**src/rtl/fifo_v3_core.sv**
```systemverilog
// Purpose : generic synchronous FIFO storage with full/empty/usage flags, flush and optional fall-through.
// Latency : 1 cycle push-to-head (0 cycles into an empty FIFO when FALL_THROUGH=1); DEPTH=0 is pure wire.
// Backpr. : push dropped while full_o, pop ignored while empty_o; define FIFO_V3_ASSERTS_EN for sim checks.
module fifo_v3_core #(
   parameter bit          FALL_THROUGH = 1'b0,
   parameter int unsigned DATA_WIDTH   = 32,
   parameter int unsigned DEPTH        = 8,
   parameter type         dtype        = logic [DATA_WIDTH-1:0],
   parameter int unsigned ADDR_DEPTH   = (DEPTH > 1) ? $clog2(DEPTH) : 1
) (
   input  logic                  clk_i,
   input  logic                  rst_ni,
   input  logic                  flush_i,
   input  logic                  testmode_i,
   output logic                  full_o,
   output logic                  empty_o,
   output logic [ADDR_DEPTH-1:0] usage_o,
   input  dtype                  data_i,
   input  logic                  push_i,
   output dtype                  data_o,
   input  logic                  pop_i
);

   // Storage is always at least one entry so the array is legal even when unused.
   localparam int unsigned           STORE_DEPTH = (DEPTH > 0) ? DEPTH : 1;
   localparam logic [ADDR_DEPTH-1:0] LAST_PTR    = ADDR_DEPTH'(STORE_DEPTH - 1);
   localparam logic [ADDR_DEPTH:0]   FULL_CNT    = (ADDR_DEPTH + 1)'(DEPTH);

   // Clock-gate bypass has no functional meaning for flop-based storage.
   logic w_unused_testmode;
   assign w_unused_testmode = testmode_i;

   if (DEPTH == 0) begin : g_passthru
      // No storage: the consumer sees the producer directly.
      logic w_unused_pt;
      assign w_unused_pt = ^{clk_i, rst_ni, flush_i};

      assign data_o  = data_i;
      assign empty_o = !push_i;
      assign full_o  = !pop_i;
      assign usage_o = '0;
   end else begin : g_fifo
      logic [ADDR_DEPTH-1:0] r_rptr;
      logic [ADDR_DEPTH-1:0] r_wptr;
      logic [ADDR_DEPTH:0]   r_count;
      dtype                  r_mem [STORE_DEPTH];

      logic w_full;
      logic w_empty;
      logic w_ft_bypass;
      logic w_push_en;
      logic w_pop_en;

      // Flags and effective push/pop qualification.
      always_comb begin
         w_full      = (r_count == FULL_CNT);
         w_empty     = (r_count == '0) && !(FALL_THROUGH && push_i);
         // Empty FIFO in fall-through mode forwards the incoming word directly.
         w_ft_bypass = FALL_THROUGH && push_i && (r_count == '0);
         // A bypassed word that is consumed in the same cycle is never stored.
         w_push_en   = push_i && !w_full && !(w_ft_bypass && pop_i);
         w_pop_en    = pop_i && !w_empty && !w_ft_bypass;
      end

      // Pointer and count bookkeeping; flush beats any concurrent push/pop.
      always_ff @(posedge clk_i or negedge rst_ni) begin
         if (!rst_ni) begin
            r_rptr  <= '0;
            r_wptr  <= '0;
            r_count <= '0;
         end else if (flush_i) begin
            r_rptr  <= '0;
            r_wptr  <= '0;
            r_count <= '0;
         end else begin
            // Explicit wrap keeps non-power-of-2 depths correct.
            if (w_push_en) begin
               r_wptr <= (r_wptr == LAST_PTR) ? '0 : r_wptr + 1'b1;
            end
            if (w_pop_en) begin
               r_rptr <= (r_rptr == LAST_PTR) ? '0 : r_rptr + 1'b1;
            end
            case ({w_push_en, w_pop_en})
               2'b10:   r_count <= r_count + 1'b1;
               2'b01:   r_count <= r_count - 1'b1;
               default: r_count <= r_count;
            endcase
         end
      end

      // Storage write; entries start at zero so data_o is defined out of reset.
      always_ff @(posedge clk_i or negedge rst_ni) begin
         if (!rst_ni) begin
            for (int i = 0; i < int'(STORE_DEPTH); i++) begin
               r_mem[i] <= '0;
            end
         end else if (w_push_en && !flush_i) begin
            r_mem[r_wptr] <= data_i;
         end
      end

      assign full_o  = w_full;
      assign empty_o = w_empty;
      // Truncation at power-of-2 full is intentional; full_o disambiguates.
      assign usage_o = r_count[ADDR_DEPTH-1:0];
      assign data_o  = w_ft_bypass ? data_i : r_mem[r_rptr];
   end

`ifdef FIFO_V3_ASSERTS_EN
   // Pointer width must stay tied to DEPTH; a pass-through FIFO reports no usage.
   if (ADDR_DEPTH != ((DEPTH > 1) ? $clog2(DEPTH) : 1)) begin : g_chk_addr
      $error("fifo_v3_core: ADDR_DEPTH must not be overridden");
   end

   // Flag producer misuse: pushing into a full or popping an empty FIFO.
   always @(posedge clk_i) begin
      if (rst_ni && (DEPTH > 0)) begin
         assert (!(push_i && full_o)) else $error("fifo_v3_core: push while full");
         assert (!(pop_i && empty_o)) else $error("fifo_v3_core: pop while empty");
      end
   end
`endif

endmodule

```
**config.mk**
```make
export PLATFORM = sky130hd
export DESIGN_NAME = fifo_v3_core
export DESIGN_NICKNAME = d
export VERILOG_FILES = /design/src/rtl/fifo_v3_core.sv
export SDC_FILE = /design/constraint.sdc
export NUM_CORES = 1
export LEC_CHECK = 0
export ABC_AREA = 1
export BUFFER_PORTS_ARGS = -buffer_cell sky130_fd_sc_hd__buf_2
export CORE_ASPECT_RATIO = 0.6
export CORE_UTILIZATION = 45
export DETAILED_ROUTE_END_ITERATION = 6
export PLACE_DENSITY_LB_ADDON = 0.05
export SLEW_MARGIN = 10
export SYNTH_ARGS = -nofsm -noshare
export SYNTH_HDL_FRONTEND = slang
export SYNTH_SLANG_ARGS = --single-unit
export TNS_END_PERCENT = 30
```
**constraint.sdc**
```tcl
create_clock -name clk_i -period 1.9 [get_ports clk_i]
set_clock_uncertainty 0.2 [all_clocks]
set_input_delay 0.095 -clock clk_i [delete_from_list [all_inputs] [get_ports clk_i]]
set_output_delay 0.095 -clock clk_i [all_outputs]
set_load 0.1 [all_outputs]
```
After elaboration in Yosys (flattened, before gate mapping) --
Cells that the tools add are included. W data, S select, Z words.
Word-level totals: register bits after elaboration 266, bits in latches 0, memory bits (writable) 0, ROM bits 0, output and inout port bits 37, word-level logic and storage cells 50, memories kept 0
Operators by class: add/sub/neg operators 4, $mul 0, div/mod/pow operators 0, order comparisons 3, eq/ne operators 5, shifts and indexed selects 0, multiplexer cells 14, bitwise operators 2, reduce and logical (&&, ||, !) cells 11
Operator list (count):
- $bwmux W256 | 1
- $bmux W32 S3 | 1
- $demux W32 S3 | 1
- $mux W32 | 3
- $mux W3 | 6
- $ge A4 B4 Y1 const B | 2
- $not A3 Y4 | 2
- $pmux W4 S2 | 1
- $add A3 B1 Y3 const B | 2
- $eq A3 B3 Y1 const B | 2
- $add A4 B1 Y4 const B | 1
- $eq A4 B4 Y1 const B | 1
- $logic_and A1 B1 Y1 | 4
- $logic_not A4 Y1 | 1
- $lt A4 B1 Y1 const B | 1
- $mux W4 | 1
- $reduce_bool A2 Y1 | 2
- $sub A4 B1 Y4 const B | 1
- $logic_not A1 Y1 | 3
- $reduce_bool A3 Y1 | 1
- $eq A2 B1 Y1 const B | 1
- $eq A2 B2 Y1 const B | 1

Longest topological paths before layout --
depth in word-level cells 6, mapped depth 14, mapped depth without buffers 14

Least setup slack after synthesis --
Ideal clock, no wire load.
kind register -> output, from register g_fifo.r_rptr[0], to output port data_o[6] (netlist bit), arrival time 2780 ps, slack -1175 ps, cell stages (with the launch flop) 8, buffers on the path 3, cells stage by stage dfrtp_1 buf_2 buf_2 buf_2 nor2_1 nor2_1 o21ai_0 a31oi_1
RTL lines:
- from (decl) | RTL line 43 | logic [ADDR_DEPTH-1:0] r_rptr;
- from (signal assigned) | RTL line 81 | r_rptr <= (r_rptr == LAST_PTR) ? '0 : r_rptr + 1'b1;
- to (decl) | RTL line 20 | output dtype data_o,

==> impl_metrics.toml <==
[power]
power_frac_clock = 0.191
p_leak_nw = 7.91
ir_drop_mv = 1.56
power.switching_mw = 13.6
p_sw_frac = 0.446
powerDensity_nw_per_um2 = 1760
comb_power_share = 0.545
seqPwrFrac = 0.264
total_power_mw = 30.5
internal-power_mw = 16.9

[clocking]
clockBufferDepth = 3
cts_root_buf = "clkbuf_16"
cts-buffers-inserted = 27
insertion_delay_ns = 0.56
cts.sinks = 266
cts_tree = "built"
h-tree-depth = 1
clk_pin_slew_ns = 0.07

[sta]
tightest_slew_ns = 0.485
hold_violations = 0
finalSetupTns_ns = -30.65
period_needed_ns = 2.53
rsz0062_at_grt = "yes"
max_slew_margin = 0.679
finalCritPeriodShare = 1.33
final-setup-viol-count = 227
finalMaxSlewViolations = 0
hold_ws_ns = 0.243
timing.fmax_mhz = 395
setup_ws_ns = -0.632

[cells_and_area]
drive_gt1_frac = 0.293
fin_cells = 1968
final_cell_mix = "dfrtp_1 (263), nor2_1 (222), nand2_1 (209), o21ai_1 (193), o21ai_0 (124)"
multi_input_area_sq_um = 5750
areaGrowthSynthToFinish_pct = 40.1
nets = 1633
antennaDiodeCount = 0
fill_cells = 2176
regArea_sq_um = 6660
final_common_cell = "dfrtp_1"

[route]
via_per_inst = 5.43
dr.first_iter.drc_count = 1017
drc_errors = 0
drtPass1Iterations = 5
routed_wl_microns = 39100
dr_total_vias = 10687
post_drt_wl_per_cell_microns = 19.9
final_antenna_net_count = 0

[setup_path]
crit_path_max_fanout = 27
worst_setup_path_end_kind = "primary output"
critPathLaunchType = "flop"
max_stage_delay_ns = 0.56
arrival_ns = 2.24
critical_path.most_common_cell = "buf_12"
worst-setup-path-type = "flop to primary output"
startpoint = "g_fifo.r_rptr[0]$_DFFE_PN0P_"
timing.rr.start = "g_fifo.r_count[3]$_DFFE_PN0P_"
crit_required_ns = 1.60
crit_path_top_delay_cell = "dfrtp_4"
crit_chain = "inv_8 > buf_12 > o21ai_0 > o22ai_1 > nor2_1 > a31oi_4 > buf_12"

[placed_design]
dp.cells = 1834
gp_congestion = 0.814
place_hpwl_microns = 22000
preCtsSetupSlack_ns = -0.0556
portBuffers = 73

[synthesis]
ys_ff_latch = 266
netlist_area_sq_um = 12400
yosysWarnings = 0
yosys.area_share.simple = 0.172
synthAdderAreaFrac = 0.00767
synth-compound-area-share = 0.207
synth_top_family_by_area = "compound AO/OA/AOI/OAI gates"
synthXorXnorAreaFrac = 0.000707
syn_nets = 1454
yosysSeqAreaShare = 0.537
syn_inst = 1409
synth_mux_area_frac = 0
syn_area_per_cell_sq_um = 8.80
ys_types = 31

[worst_hold_path]
hold_start = "data_i[9]"
hold_path.class = "primary input to flop"

[die]
initial_core_util = 0.464
coreArea_sq_um = 26700
num_rows = 46
die_h_microns = 131
io_pins = 75
die_x_microns = 216
die_area_sq_um = 28200

[global_routing]
overflow = 0
grt_pass1_wl_microns = 55900
antenna_found_initial = 0
grt_pass1_vias = 9784
grt_max_degree = 58
grt_usage = 0.253

[run_status]
violations = "setup timing"
status = "finished with violations"

[flow_run]
drv_cap = 0
==> state kept, by name, indices dropped and copies added, names as in the netlist <==
| register | flops |
|---|---|
| g_fifo.r_mem | 256 |
| g_fifo.r_rptr | 3 |
| g_fifo.r_count | 4 |
| g_fifo.r_wptr | 3 |
==> metal layers <==
layer | global-route usage | vias to the layer above | part of all wire
met1 | 0.396 | 5242 | 0.50
met5 | 0 | - | 0
met3 | 0.0345 | 41 | 0.064
li1 | - | 5087 | -
met4 | 0.0381 | 0 | 0.012
met2 | 0.377 | 317 | 0.42
==> power groups by stage <==
| stage | sequential, mW | clock (mW) | combinational, mW |
|---|---|---|---|
| floorplan | 7.75 | 0 | 10.6 |
| finish | 8.05 | 5.83 | 16.6 |
| detailed placement | 7.94 | 0 | 15.6 |
| global route | 8.23 | 6.14 | 17.6 |
| CTS | 7.92 | 5.93 | 16.2 |
| global placement | 7.92 | 0 | 15.5 |
==> what timing repair did <==
action / 4_1_cts / 5_1_grt
hold endpoints to repair: 532 / 0
hold buffers: 37 / 0
gates resized for setup: 73 / 145
pin swaps: 10 / 9
endpoints found under the setup margin: 158 / 266
buffers inserted: 9 / 16
gates cloned: 0 / 23
==> final timing paths <==
check	end	slack, ns	depth (start not counted)
setup / recovery	data_o[11]	-0.63	7
hold / removal	g_fifo.r_mem[201]$_DFFE_PN0P_	0.24	4
setup reg to reg	g_fifo.r_mem[114]$_DFFE_PN0P_	-0.21	12
hold reg to reg	g_fifo.r_mem[70]$_DFFE_PN0P_	0.28	2
max in group asynchronous	g_fifo.r_mem[174]$_DFFE_PN0P_	0.41	4
min in group asynchronous	g_fifo.r_count[2]$_DFFE_PN0P_	0.37	3
==> cells by family (layout without fill, tap and decap cells) <==
kind of cell               Yosys count  after routing
adders and majority gates            7              7
xor gates and xnor gates             1              1
and+or+nand+nor                    526            526
buffers and inverters              151            350
DFF                                266            266
AOI/OAI and AO/OA                  458            458
==> cells in the mapped netlist (all sizes together) <==
master  number  area share
o21ai      391        0.17
o22ai       33       0.017
a21o         1     0.00061
nand4        8       0.013
xnor2        1     0.00071
a21oi        1     0.00040
fa           1      0.0016
nor3         1     0.00040
nor2       229       0.070
clkbuf      37       0.011
clkinv       1     0.00030
buf         67       0.050
a31oi       32       0.016
inv         46       0.014
dfrtp      266        0.54
nand2      280       0.086
ha           6      0.0061
nand3        8      0.0032
==> layout make-up <==
type	instances	share of cell area
inverter	47	0.0112
timing repair buffer	254	0.193
clock inverter	15	0.0129
sequential	266	0.384
tap	360	0.0259
multi-input combinational	992	0.331
clock buffer	34	0.0422
==> worst max-delay path, delay by kind of cell (launching register included) <==
kind | cells | cell delay, ns
and+or+nand+nor | 1 | 0.12
buffers and inverters | 3 | 0.53
AOI/OAI and AO/OA | 3 | 0.45
DFF | 1 | 0.56
==> stage by stage <==
step	util	cell area, sq um
6_report	0.650	17400
5_1_grt	0.650	17400
4_1_cts	0.608	16200
3_5_place_dp	0.548	14600
3_3_place_gp	0.548	14600
2_1_floorplan	-	12900
(Power assumes the default switching activity.)
